===== src/rtl/i2c_pkg.sv =====
// i2c_pkg
//   Shared definitions for the I2C register-access front end: engine command
//   bit positions and encodings, completion status codes and the sequencer
//   state encoding.
package i2c_pkg;

    // Engine command word layout {Start, R_nW, Ack, Stop}
    localparam int unsigned CMD_START_BIT = 3;
    localparam int unsigned CMD_RNW_BIT   = 2;
    localparam int unsigned CMD_ACK_BIT   = 1;
    localparam int unsigned CMD_STOP_BIT  = 0;

    localparam logic [3:0] CMD_START_WR       = 4'b1000;
    localparam logic [3:0] CMD_DATA           = 4'b0000;
    localparam logic [3:0] CMD_DATA_STOP      = 4'b0001;
    localparam logic [3:0] CMD_READ_NACK_STOP = 4'b0101;
    localparam logic [3:0] CMD_NONE           = 4'b0000;

    localparam logic [7:0] TX_IDLE = 8'hFF;

    typedef enum logic [1:0] {
        ST_OK        = 2'b00,
        ST_ADDR_NACK = 2'b01,
        ST_DATA_NACK = 2'b10,
        ST_TIMEOUT   = 2'b11
    } status_e;

    typedef enum logic [2:0] {
        sIdle,
        sLoad,
        sWaitBusy,
        sWaitDone,
        sCheck,
        sDone
    } state_e;

endpackage


===== src/rtl/i2c_register_access_if.sv =====
// i2c_register_access_if
//   Groups the request/response handshake (user side) and the byte-engine
//   handshake (engine side) of i2c_register_access.
//   slave  : used by i2c_register_access
//   master : used by whatever drives requests and models the engine
//   User side  : ipValid, opReady, ipWrite, ipDevice, ipRegister, ipWrData,
//                opDone, opStatus, opRdData
//   Engine side: opTxData, opCommand, opGo, ipBusy, ipError, ipRxData
interface i2c_register_access_if;

    logic       ipValid;
    logic       opReady;
    logic       ipWrite;
    logic [6:0] ipDevice;
    logic [7:0] ipRegister;
    logic [7:0] ipWrData;
    logic       opDone;
    logic [1:0] opStatus;
    logic [7:0] opRdData;

    logic [7:0] opTxData;
    logic [3:0] opCommand;
    logic       opGo;
    logic       ipBusy;
    logic       ipError;
    logic [7:0] ipRxData;

    modport slave (
        input  ipValid, ipWrite, ipDevice, ipRegister, ipWrData,
        input  ipBusy, ipError, ipRxData,
        output opReady, opDone, opStatus, opRdData,
        output opTxData, opCommand, opGo
    );

    modport master (
        output ipValid, ipWrite, ipDevice, ipRegister, ipWrData,
        output ipBusy, ipError, ipRxData,
        input  opReady, opDone, opStatus, opRdData,
        input  opTxData, opCommand, opGo
    );

endinterface


===== src/rtl/i2c_register_access.sv =====
// i2c_register_access
//   Turns one register request into the 3-byte write or 4-byte read sequence
//   for the I2C byte engine, runs the per-byte Go/Busy 4-phase handshake,
//   and reports completion with a status code and (for reads) the data byte.
//   Ports:
//     ipClk     clock
//     ipnReset  asynchronous active-low reset
//     bus       i2c_register_access_if.slave (user request + engine handshake)
//   Parameter:
//     Timeout_Cycles  max cycles spent waiting on one byte before abort
module i2c_register_access
    import i2c_pkg::*;
#(
    parameter int unsigned Timeout_Cycles = 1_000_000
) (
    input logic                   ipClk,
    input logic                   ipnReset,
    i2c_register_access_if.slave  bus
);

    localparam int unsigned TMO_W = (Timeout_Cycles > 1) ? $clog2(Timeout_Cycles) : 1;
    localparam logic [TMO_W-1:0] TMO_LAST = TMO_W'(Timeout_Cycles - 1);

    state_e           state_q, state_d;
    logic [1:0]       idx_q, idx_d;
    logic [TMO_W-1:0] tmo_q, tmo_d;
    status_e          status_q, status_d;
    logic [7:0]       rd_q, rd_d;

    // Latched request
    logic             wr_q, wr_d;
    logic [6:0]       dev_q, dev_d;
    logic [7:0]       reg_q, reg_d;
    logic [7:0]       wdat_q, wdat_d;

    logic [7:0]       tx_byte;
    logic [3:0]       tx_cmd;
    logic [1:0]       last_idx;
    logic             byte_written;
    logic             go;
    logic             done;
    logic             in_xfer;

    // Byte sequencing table, indexed by the current byte number
    always_comb begin
        tx_byte = TX_IDLE;
        tx_cmd  = CMD_READ_NACK_STOP;
        case (idx_q)
            2'd0: begin
                tx_byte = {dev_q, 1'b0};
                tx_cmd  = CMD_START_WR;
            end
            2'd1: begin
                tx_byte = reg_q;
                tx_cmd  = CMD_DATA;
            end
            2'd2: begin
                if (wr_q) begin
                    tx_byte = wdat_q;
                    tx_cmd  = CMD_DATA_STOP;
                end else begin
                    tx_byte = {dev_q, 1'b1};
                    tx_cmd  = CMD_START_WR;
                end
            end
            default: begin
                tx_byte = TX_IDLE;
                tx_cmd  = CMD_READ_NACK_STOP;
            end
        endcase
    end

    assign last_idx     = wr_q ? 2'd2 : 2'd3;
    // The final read byte is received, so an engine error there is not a NACK
    assign byte_written = wr_q || (idx_q != 2'd3);

    always_comb begin
        state_d  = state_q;
        idx_d    = idx_q;
        tmo_d    = tmo_q;
        status_d = status_q;
        rd_d     = rd_q;
        wr_d     = wr_q;
        dev_d    = dev_q;
        reg_d    = reg_q;
        wdat_d   = wdat_q;
        go       = 1'b0;
        done     = 1'b0;

        case (state_q)
            sIdle: begin
                if (bus.ipValid) begin
                    wr_d    = bus.ipWrite;
                    dev_d   = bus.ipDevice;
                    reg_d   = bus.ipRegister;
                    wdat_d  = bus.ipWrData;
                    idx_d   = 2'd0;
                    state_d = sLoad;
                end
            end
            sLoad: begin
                go      = 1'b1;
                tmo_d   = '0;
                state_d = sWaitBusy;
            end
            sWaitBusy: begin
                if (tmo_q == TMO_LAST) begin
                    status_d = ST_TIMEOUT;
                    state_d  = sDone;
                end else begin
                    go    = 1'b1;
                    tmo_d = tmo_q + 1'b1;
                    if (bus.ipBusy) begin
                        state_d = sWaitDone;
                    end
                end
            end
            sWaitDone: begin
                if (tmo_q == TMO_LAST) begin
                    status_d = ST_TIMEOUT;
                    state_d  = sDone;
                end else begin
                    tmo_d = tmo_q + 1'b1;
                    if (!bus.ipBusy) begin
                        state_d = sCheck;
                    end
                end
            end
            sCheck: begin
                if (bus.ipError && byte_written) begin
                    // Byte 2 is the data byte on a write but the repeated
                    // device address on a read
                    if (idx_q == 2'd0 || (idx_q == 2'd2 && !wr_q)) begin
                        status_d = ST_ADDR_NACK;
                    end else begin
                        status_d = ST_DATA_NACK;
                    end
                    state_d = sDone;
                end else if (idx_q == last_idx) begin
                    status_d = ST_OK;
                    if (!wr_q) begin
                        rd_d = bus.ipRxData;
                    end
                    state_d = sDone;
                end else begin
                    idx_d   = idx_q + 2'd1;
                    state_d = sLoad;
                end
            end
            sDone: begin
                done    = 1'b1;
                state_d = sIdle;
            end
            default: begin
                state_d = sIdle;
            end
        endcase
    end

    always_ff @(posedge ipClk or negedge ipnReset) begin
        if (!ipnReset) begin
            state_q  <= sIdle;
            idx_q    <= '0;
            tmo_q    <= '0;
            status_q <= ST_OK;
            rd_q     <= '0;
            wr_q     <= 1'b0;
            dev_q    <= '0;
            reg_q    <= '0;
            wdat_q   <= '0;
        end else begin
            state_q  <= state_d;
            idx_q    <= idx_d;
            tmo_q    <= tmo_d;
            status_q <= status_d;
            rd_q     <= rd_d;
            wr_q     <= wr_d;
            dev_q    <= dev_d;
            reg_q    <= reg_d;
            wdat_q   <= wdat_d;
        end
    end

    // TxData/Command derive from latched registers only, so they stay
    // stable from sLoad through sCheck
    assign in_xfer = (state_q == sLoad) || (state_q == sWaitBusy) ||
                     (state_q == sWaitDone) || (state_q == sCheck);

    assign bus.opReady   = (state_q == sIdle);
    assign bus.opDone    = done;
    assign bus.opStatus  = status_q;
    assign bus.opRdData  = rd_q;
    assign bus.opGo      = go;
    assign bus.opTxData  = in_xfer ? tx_byte : TX_IDLE;
    assign bus.opCommand = in_xfer ? tx_cmd : CMD_NONE;

endmodule


===== src/flat_wrapper.sv =====
// flat-port wrapper written by rule: the top's interface ports become plain ports
module i2c_register_access_flat import i2c_pkg::*;
#(
    parameter int unsigned Timeout_Cycles = 1_000_000
)
  (ipClk, ipnReset, bus_ipValid, bus_ipWrite, bus_ipDevice, bus_ipRegister, bus_ipWrData, bus_ipBusy, bus_ipError, bus_ipRxData, bus_opReady, bus_opDone, bus_opStatus, bus_opRdData, bus_opTxData, bus_opCommand, bus_opGo);
  i2c_register_access_if bus_i ();
  input logic ipClk;
  input logic ipnReset;
  input wire logic [$bits(bus_i.ipValid)-1:0] bus_ipValid;
  input wire logic [$bits(bus_i.ipWrite)-1:0] bus_ipWrite;
  input wire logic [$bits(bus_i.ipDevice)-1:0] bus_ipDevice;
  input wire logic [$bits(bus_i.ipRegister)-1:0] bus_ipRegister;
  input wire logic [$bits(bus_i.ipWrData)-1:0] bus_ipWrData;
  input wire logic [$bits(bus_i.ipBusy)-1:0] bus_ipBusy;
  input wire logic [$bits(bus_i.ipError)-1:0] bus_ipError;
  input wire logic [$bits(bus_i.ipRxData)-1:0] bus_ipRxData;
  output wire logic [$bits(bus_i.opReady)-1:0] bus_opReady;
  output wire logic [$bits(bus_i.opDone)-1:0] bus_opDone;
  output wire logic [$bits(bus_i.opStatus)-1:0] bus_opStatus;
  output wire logic [$bits(bus_i.opRdData)-1:0] bus_opRdData;
  output wire logic [$bits(bus_i.opTxData)-1:0] bus_opTxData;
  output wire logic [$bits(bus_i.opCommand)-1:0] bus_opCommand;
  output wire logic [$bits(bus_i.opGo)-1:0] bus_opGo;
  assign bus_i.ipValid = bus_ipValid;
  assign bus_i.ipWrite = bus_ipWrite;
  assign bus_i.ipDevice = bus_ipDevice;
  assign bus_i.ipRegister = bus_ipRegister;
  assign bus_i.ipWrData = bus_ipWrData;
  assign bus_i.ipBusy = bus_ipBusy;
  assign bus_i.ipError = bus_ipError;
  assign bus_i.ipRxData = bus_ipRxData;
  assign bus_opReady = bus_i.opReady;
  assign bus_opDone = bus_i.opDone;
  assign bus_opStatus = bus_i.opStatus;
  assign bus_opRdData = bus_i.opRdData;
  assign bus_opTxData = bus_i.opTxData;
  assign bus_opCommand = bus_i.opCommand;
  assign bus_opGo = bus_i.opGo;
  i2c_register_access #(.Timeout_Cycles(Timeout_Cycles)) u_core (.ipClk(ipClk), .ipnReset(ipnReset), .bus(bus_i));
endmodule

===== config.mk =====
export PLATFORM = sky130hd
export DESIGN_NAME = i2c_register_access_flat
export DESIGN_NICKNAME = d
export VERILOG_FILES = /design/src/rtl/i2c_pkg.sv /design/src/rtl/i2c_register_access_if.sv /design/src/rtl/i2c_register_access.sv /design/src/flat_wrapper.sv
export SDC_FILE = /design/constraint.sdc
export NUM_CORES = 1
export LEC_CHECK = 0
export BUFFER_PORTS_ARGS = -buffer_cell sky130_fd_sc_hd__buf_2
export CORE_ASPECT_RATIO = 0.6
export CORE_MARGIN = 2
export CORE_UTILIZATION = 45
export CTS_CLUSTER_SIZE = 12
export DETAILED_ROUTE_END_ITERATION = 6
export PLACE_DENSITY_LB_ADDON = 0.15
export SYNTH_ARGS = -nofsm -noshare
export SYNTH_HDL_FRONTEND = slang
export SYNTH_SLANG_ARGS = --single-unit

===== constraint.sdc =====
create_clock -name ipClk -period 2 [get_ports ipClk]
set_clock_uncertainty 0.15 [all_clocks]
set_input_delay 0.4 -clock ipClk [delete_from_list [all_inputs] [get_ports ipClk]]
set_output_delay 0.4 -clock ipClk [all_outputs]
set_load 0.005 [all_outputs]

**Word level (Yosys, flattened, before mapping)**

Index checks and enable logic that the tools add are counted.

- Add/sub/neg operators: 2
- Multiply operators: 0
- Div/mod/pow operators: 0
- Order comparisons: 0
- Equality and inequality tests: 18
- Shift-type cells: 0
- Mux-type cells: 29
- Bitwise gates (word level): 2
- Reduce and logical (&&, ||, !) cells: 20

Operator list:

| cell | count |
|---|---|
| $pmux W20 S2 | 1 |
| $pmux W8 S3 | 1 |
| $mux W3 | 7 |
| $add A20 B1 Y20 const B | 1 |
| $eq A20 B20 Y1 const B | 1 |
| $mux W20 | 1 |
| $mux W8 | 2 |
| $pmux W3 S5 | 1 |
| $mux W2 | 7 |
| $pmux W4 S3 | 1 |
| $ne A2 B2 Y1 const B | 5 |
| $mux W4 | 2 |
| $pmux W2 S2 | 2 |
| $reduce_and A4 Y1 | 2 |
| $eq A3 B2 Y1 const B | 2 |
| $eq A3 B3 Y1 const B | 2 |
| $ne A3 B2 Y1 const B | 2 |
| $reduce_and A3 Y1 | 2 |
| $reduce_bool A2 Y1 | 3 |
| $logic_or A1 B1 Y1 | 5 |
| $reduce_and A2 Y1 | 2 |
| $eq A3 B1 Y1 const B | 1 |
| $logic_not A3 Y1 | 1 |
| $mux W1 | 3 |
| other kinds (12) | 14 |

- Register bits: 59
- Latch bits: 0
- Memory bits (writable): 0
- ROM bits: 0
- Logic and storage cells: 80
- Memories: 0

**Depth between registers and ports, before layout**

- Depth after elaboration: 6
- Depth in mapped cells: 7

**Worst setup path after synthesis**

OpenSTA, ideal clock, no wires.

- Kind: register -> output
- Start point: register u_core.tmo_q[0]
- End point: output bus_opGo
- Arrival: 1.498 ns
- Data required time: 1.450 ns
- Slack: -0.048 ns
- Stages on the path, launching flop included: 7
- Path through: dfrtp_1 -> ha_1 -> buf_12 -> and2_2 -> buf_2 -> a21oi_2 -> a21o_1

- Cells in the longest elaborated chain, start to end: 3

Ends and longest elaborated chain:

| item | RTL line | source |
|---|---|---|
| start: declaration | i2c_register_access.sv:26 | `logic [TMO_W-1:0] tmo_q, tmo_d;` |
| start signal: assignment | i2c_register_access.sv:174 | `tmo_q <= tmo_d;` |
| $eq A20 B20 Y1 | i2c_register_access.sv:107 | `if (tmo_q == TMO_LAST) begin` |
| $mux W1 | i2c_register_access.sv:107 |  |
| $pmux W1 S2 | i2c_register_access.sv:90 | `case (state_q)` |
| end: declaration | flat_wrapper.sv:24 | `output wire logic [$bits(bus_i.opGo)-1:0] bus_opGo;` |

Every way passes these cells.

**Final worst setup path**

- Start point: register u_core.idx_q[0]
- End point: output bus_opTxData[6]

- Cells in the longest elaborated chain, start to end: 3
- Elaborated cells between the ends (all ways): 5
- Those cells by class: eq/ne: 2; mux: 2; reduce/logical: 1

Ends and longest elaborated chain:

| item | RTL line | source |
|---|---|---|
| start: declaration | i2c_register_access.sv:25 | `logic [1:0] idx_q, idx_d;` |
| start signal: assignment | i2c_register_access.sv:173 | `idx_q <= idx_d;` |
| $eq A2 B2 Y1 (tied with other cells) | i2c_register_access.sv:48 | `case (idx_q)` |
| $pmux W8 S3 * | i2c_register_access.sv:48 |  |
| $mux W8 * | i2c_register_access.sv:194 | `assign bus.opTxData = in_xfer ? tx_byte : TX_IDLE;` |
| end: declaration | flat_wrapper.sv:22 | `output wire logic [$bits(bus_i.opTxData)-1:0] bus_opTxData;` |

Every way passes the cells marked *; elsewhere a longest branch is shown, timed or not.

==> results.sh <==
export IMPL_rsz0062_at_grt="yes"
export IMPL_final_hold_viol_count=0
export IMPL_seq_area_frac_synth_pct=47.6
export IMPL_grt_pass1_wl_mm=12.7
export IMPL_syn_num_nets=327
export IMPL_critPathMaxStageDelay_ns=0.35
export IMPL_switching_share_pct=34.1
export IMPL_crit_type="reg2out"
export IMPL_netSwitchingPower_mw=1.95
export IMPL_drtPass1Iterations=4
export IMPL_yosys_top_cells_area="dfrtp_1, mux2_2, nand2_1"
export IMPL_antenna_found_initial=0
export IMPL_synth_top_cell_by_area="dfrtp_1"
export IMPL_crit_slowest_cell="dfrtp_1"
export IMPL_port_buffer_count=60
export IMPL_num_vias=2522
export IMPL_worstReg2RegStart="u_core.idx_q[1]"
export IMPL_regArea_um2=1480
export IMPL_status="complete, but fails checks"
export IMPL_synth_edf_count=0
export IMPL_die_x_um=111
export IMPL_cts_buffers=9
export IMPL_ys_warn_count=0
export IMPL_ys_seq_elements=59
export IMPL_worstReg2RegEnd="u_core.bus.opRdData[5]"
export IMPL_fin_tns_setup_ns=-2.21
export IMPL_cts_sinks=59
export IMPL_start_kind="flip-flop"
export IMPL_slew_violations=0
export IMPL_grtUsageTotal_pct=21.7
export IMPL_area_growth_pct=33.3
export IMPL_grt_pass1_vias=2487
export IMPL_n_fill_cell=535
export IMPL_initial_core_util_pct=46.5
export IMPL_intPower_mw=3.76
export IMPL_timing_final_ws_setup_ns=-0.266
export IMPL_pwr_share_seq_pct=31.1
export IMPL_yosys_most_used_dff="dfrtp_1"
export IMPL_async_flop_share_pct=100
export IMPL_fp_dieH_um=68.3
export IMPL_dieArea_um2=7600
export IMPL_ctsHtreeMaxLevel=3
export IMPL_ios=62
export IMPL_min_period_over_period_pct=113
export IMPL_arrival_ns=1.72
export IMPL_grt_max_degree=60
export IMPL_ir_drop_mv=0.880
export IMPL_top_usage_layer="met1"
export IMPL_core_um2=6680
export IMPL_place_gp_congestion=0.824
export IMPL_drv_cap=0
export IMPL_fp_row_count=23
export IMPL_clk_pin_slew_ns=0.05
export IMPL_worstHoldPathCells=3
export IMPL_final_antenna_net_count=0
export IMPL_synth_top_cell_area_share_pct=47.6
export IMPL_avgSynthCellArea_um2=10.9
export IMPL_violations="setup timing"
export IMPL_gr_usage_met3_pct=7.88
export IMPL_drive_gt1_share_pct=47.0
export IMPL_whs_endpoint="u_core.wr_q"
export IMPL_period_minus_slack_ns=2.27
export IMPL_multiInputGateArea_um2=1610
export IMPL_power_clock_fraction_pct=23.8
export IMPL_clk_path_buf_depth=2
export IMPL_via_per_inst=5.39
export IMPL_critPathCaptureType="output pin"
export IMPL_hold_path_class="in2reg"
export IMPL_routedWlPerCell_um=16.3
export IMPL_fin_nets=420
export IMPL_clock_root_buffer="clkbuf_16"
export IMPL_path_cells="inv_2 > ha_2 > a21o_4 > a222oi_1 > nand2_1 > buf_2"
export IMPL_ff2ff_path_depth=7
export IMPL_power_leakage_nw=2.00
export IMPL_cts_tree="built"
export IMPL_grt_overflow=0
export IMPL_setup_viol=11
export IMPL_dpl_cell_count=443
export IMPL_wl_mm=7.63
export IMPL_hpwl_mm=5.03
export IMPL_use_met1_pct=32.4
export IMPL_drcViolationCount=0
export IMPL_fin_hold_ws_ns=0.149
export IMPL_max_freq_mhz=441
export IMPL_p_comb_share_pct=45.1
export IMPL_cp_max_fo=5
export IMPL_power_density_nw_per_um2=1380
export IMPL_ys_types=54
export IMPL_clkLatencyLatePin_ns=0.32
export IMPL_n_antenna_cell=0
export IMPL_hold_start="bus_ipWrite"
export IMPL_netlist_instances=284
export IMPL_synth_area_um2=3100
export IMPL_r2r_slack_ns=0.06
export IMPL_power_mw=5.72
export IMPL_drtIter0Drc=154
export IMPL_globalRouteMet2Util_pct=28.5
export IMPL_required_ns=1.45
export IMPL_finalNonFillerCells=468
layout by cell type, fill, tap and decap left out, types with 4 or more instances in the layout:
master | netlist | final
buf_2 | 6 | 60
dfrtp_1 | 59 | 58
mux2_2 | 33 | 33
buf_4 | 5 | 33
nand2_1 | 25 | 25
a21oi_1 | 14 | 14
nand4_1 | 9 | 9
clkbuf_16 | 0 | 9
inv_1 | 10 | 8
nor2_1 | 9 | 8
a222oi_1 | 7 | 7
or2_2 | 7 | 7
mux2i_1 | 7 | 7
and2_1 | 7 | 5
o21ai_0 | 4 | 4
xor2_1 | 4 | 4
nand3_1 | 6 | 4
and3_1 | 4 | 4
worst max-delay path: cells and delay by family, from the launching register on:
| family | cells | cell delay, ns |
|---|---|---|
| adder cells (fa/ha/maj) | 1 | 0.21 |
| flip-flops | 1 | 0.35 |
| AND/OR/NAND/NOR | 1 | 0.08 |
| buffers and inverters | 2 | 0.20 |
| AO/OA/AOI/OAI | 2 | 0.56 |
Yosys cell counts, types with 2 or more instances:
cell      number
a21o_1         3
a21oi_1       14
a222oi_1       7
a22oi_1        2
a32oi_1        2
and2_1         7
and3_1         4
and4_1         3
and4b_1        2
buf_2          6
buf_4          5
clkbuf_1       4
dfrtp_1       59
ha_1           6
inv_1         10
mux2_2        33
mux2i_1        7
nand2_1       25
nand2b_1       4
nand3_1        6
nand4_1        9
nor2_1         9
nor2b_1        2
nor3_1         3
o21a_1         3
o21ai_0        4
o221ai_1       2
o311ai_0       3
o41ai_1        3
or2_2          7
or3_1          2
or4_1          2
xnor2_1        2
xor2_1         4
worst max-delay path by stage:
stage | start | to | slack (ns) | cells past startpoint
after global routing | u_core.idx_q[0] | bus_opTxData[1] | -0.38 | 6
final | u_core.idx_q[0] | bus_opTxData[6] | -0.27 | 6
after CTS | u_core.idx_q[1] | bus_opTxData[2] | -0.27 | 6
after floorplan | u_core.idx_q[0] | bus_opTxData[6] | 0.02 | 6
after detailed placement | u_core.idx_q[0] | bus_opTxData[6] | -0.02 | 6
after global placement | u_core.idx_q[0] | bus_opTxData[6] | -0.01 | 6
timing repair:
action                                  CTS  global route
pin swaps                                16             8
hold endpoints to repair                 59             0
setup buffers                             4             3
endpoints found under the setup margin   14            22
gates cloned                              2             0
gates resized for setup                  20            13
hold buffers                              1             0
per-stage QoR:
step | utilization, % | setup slack [ns] | cell area [µm²]
4_1_cts | 60.8 | -0.274 | 4060
6_report | 62.0 | -0.266 | 4140
5_1_grt | 62.0 | -0.379 | 4140
3_3_place_gp | 54.9 | -0.0122 | 3660
2_1_floorplan | - | 0.0208 | 3110
3_5_place_dp | 54.9 | -0.0213 | 3660
cell families after synthesis:
logic type,share of synthesized area (%)
AO/OA/AOI/OAI,11.8
buffers and inverters,5.12
multiplexers,14.2
XOR/XNOR,1.69
adder cells (fa/ha/maj),2.42
other,0.121
AND/OR/NAND/NOR,17.0
flip-flops,47.6
sequential cells by signal, indices dropped and copies added (netlist names):
register             cells
u_core.wr_q              1
u_core.dev_q             7
u_core.idx_q             2
u_core.wdat_q            8
u_core.tmo_q            20
u_core.bus.opStatus      2
u_core.bus.opRdData      8
u_core.state_q           3
u_core.reg_q             8
final cells by class:
class | instances | share of cell area [%]
clock buffer | 12 | 5.96
clock inverter | 3 | 0.363
inverter | 10 | 0.907
multi-input combinational | 198 | 38.9
sequential | 59 | 35.7
tap | 87 | 2.63
timing repair buffer | 99 | 15.5
power groups by stage:
stage | combinational [mW] | sequential (mW) | clock [mW]
after floorplan | 1.43 | 1.71 | 0
after global placement | 2.16 | 1.76 | 0
after detailed placement | 2.18 | 1.77 | 0
after CTS | 2.43 | 1.76 | 1.40
after global routing | 2.83 | 1.82 | 1.46
final | 2.58 | 1.78 | 1.36
metal layers:
layer	share of wire [%]	routed length [µm]
met5	0	0
met4	0.37	28
met3	8.4	642
met2	40	3080
met1	51	3880
No activity file was read; power rests on OpenSTA's default activity.
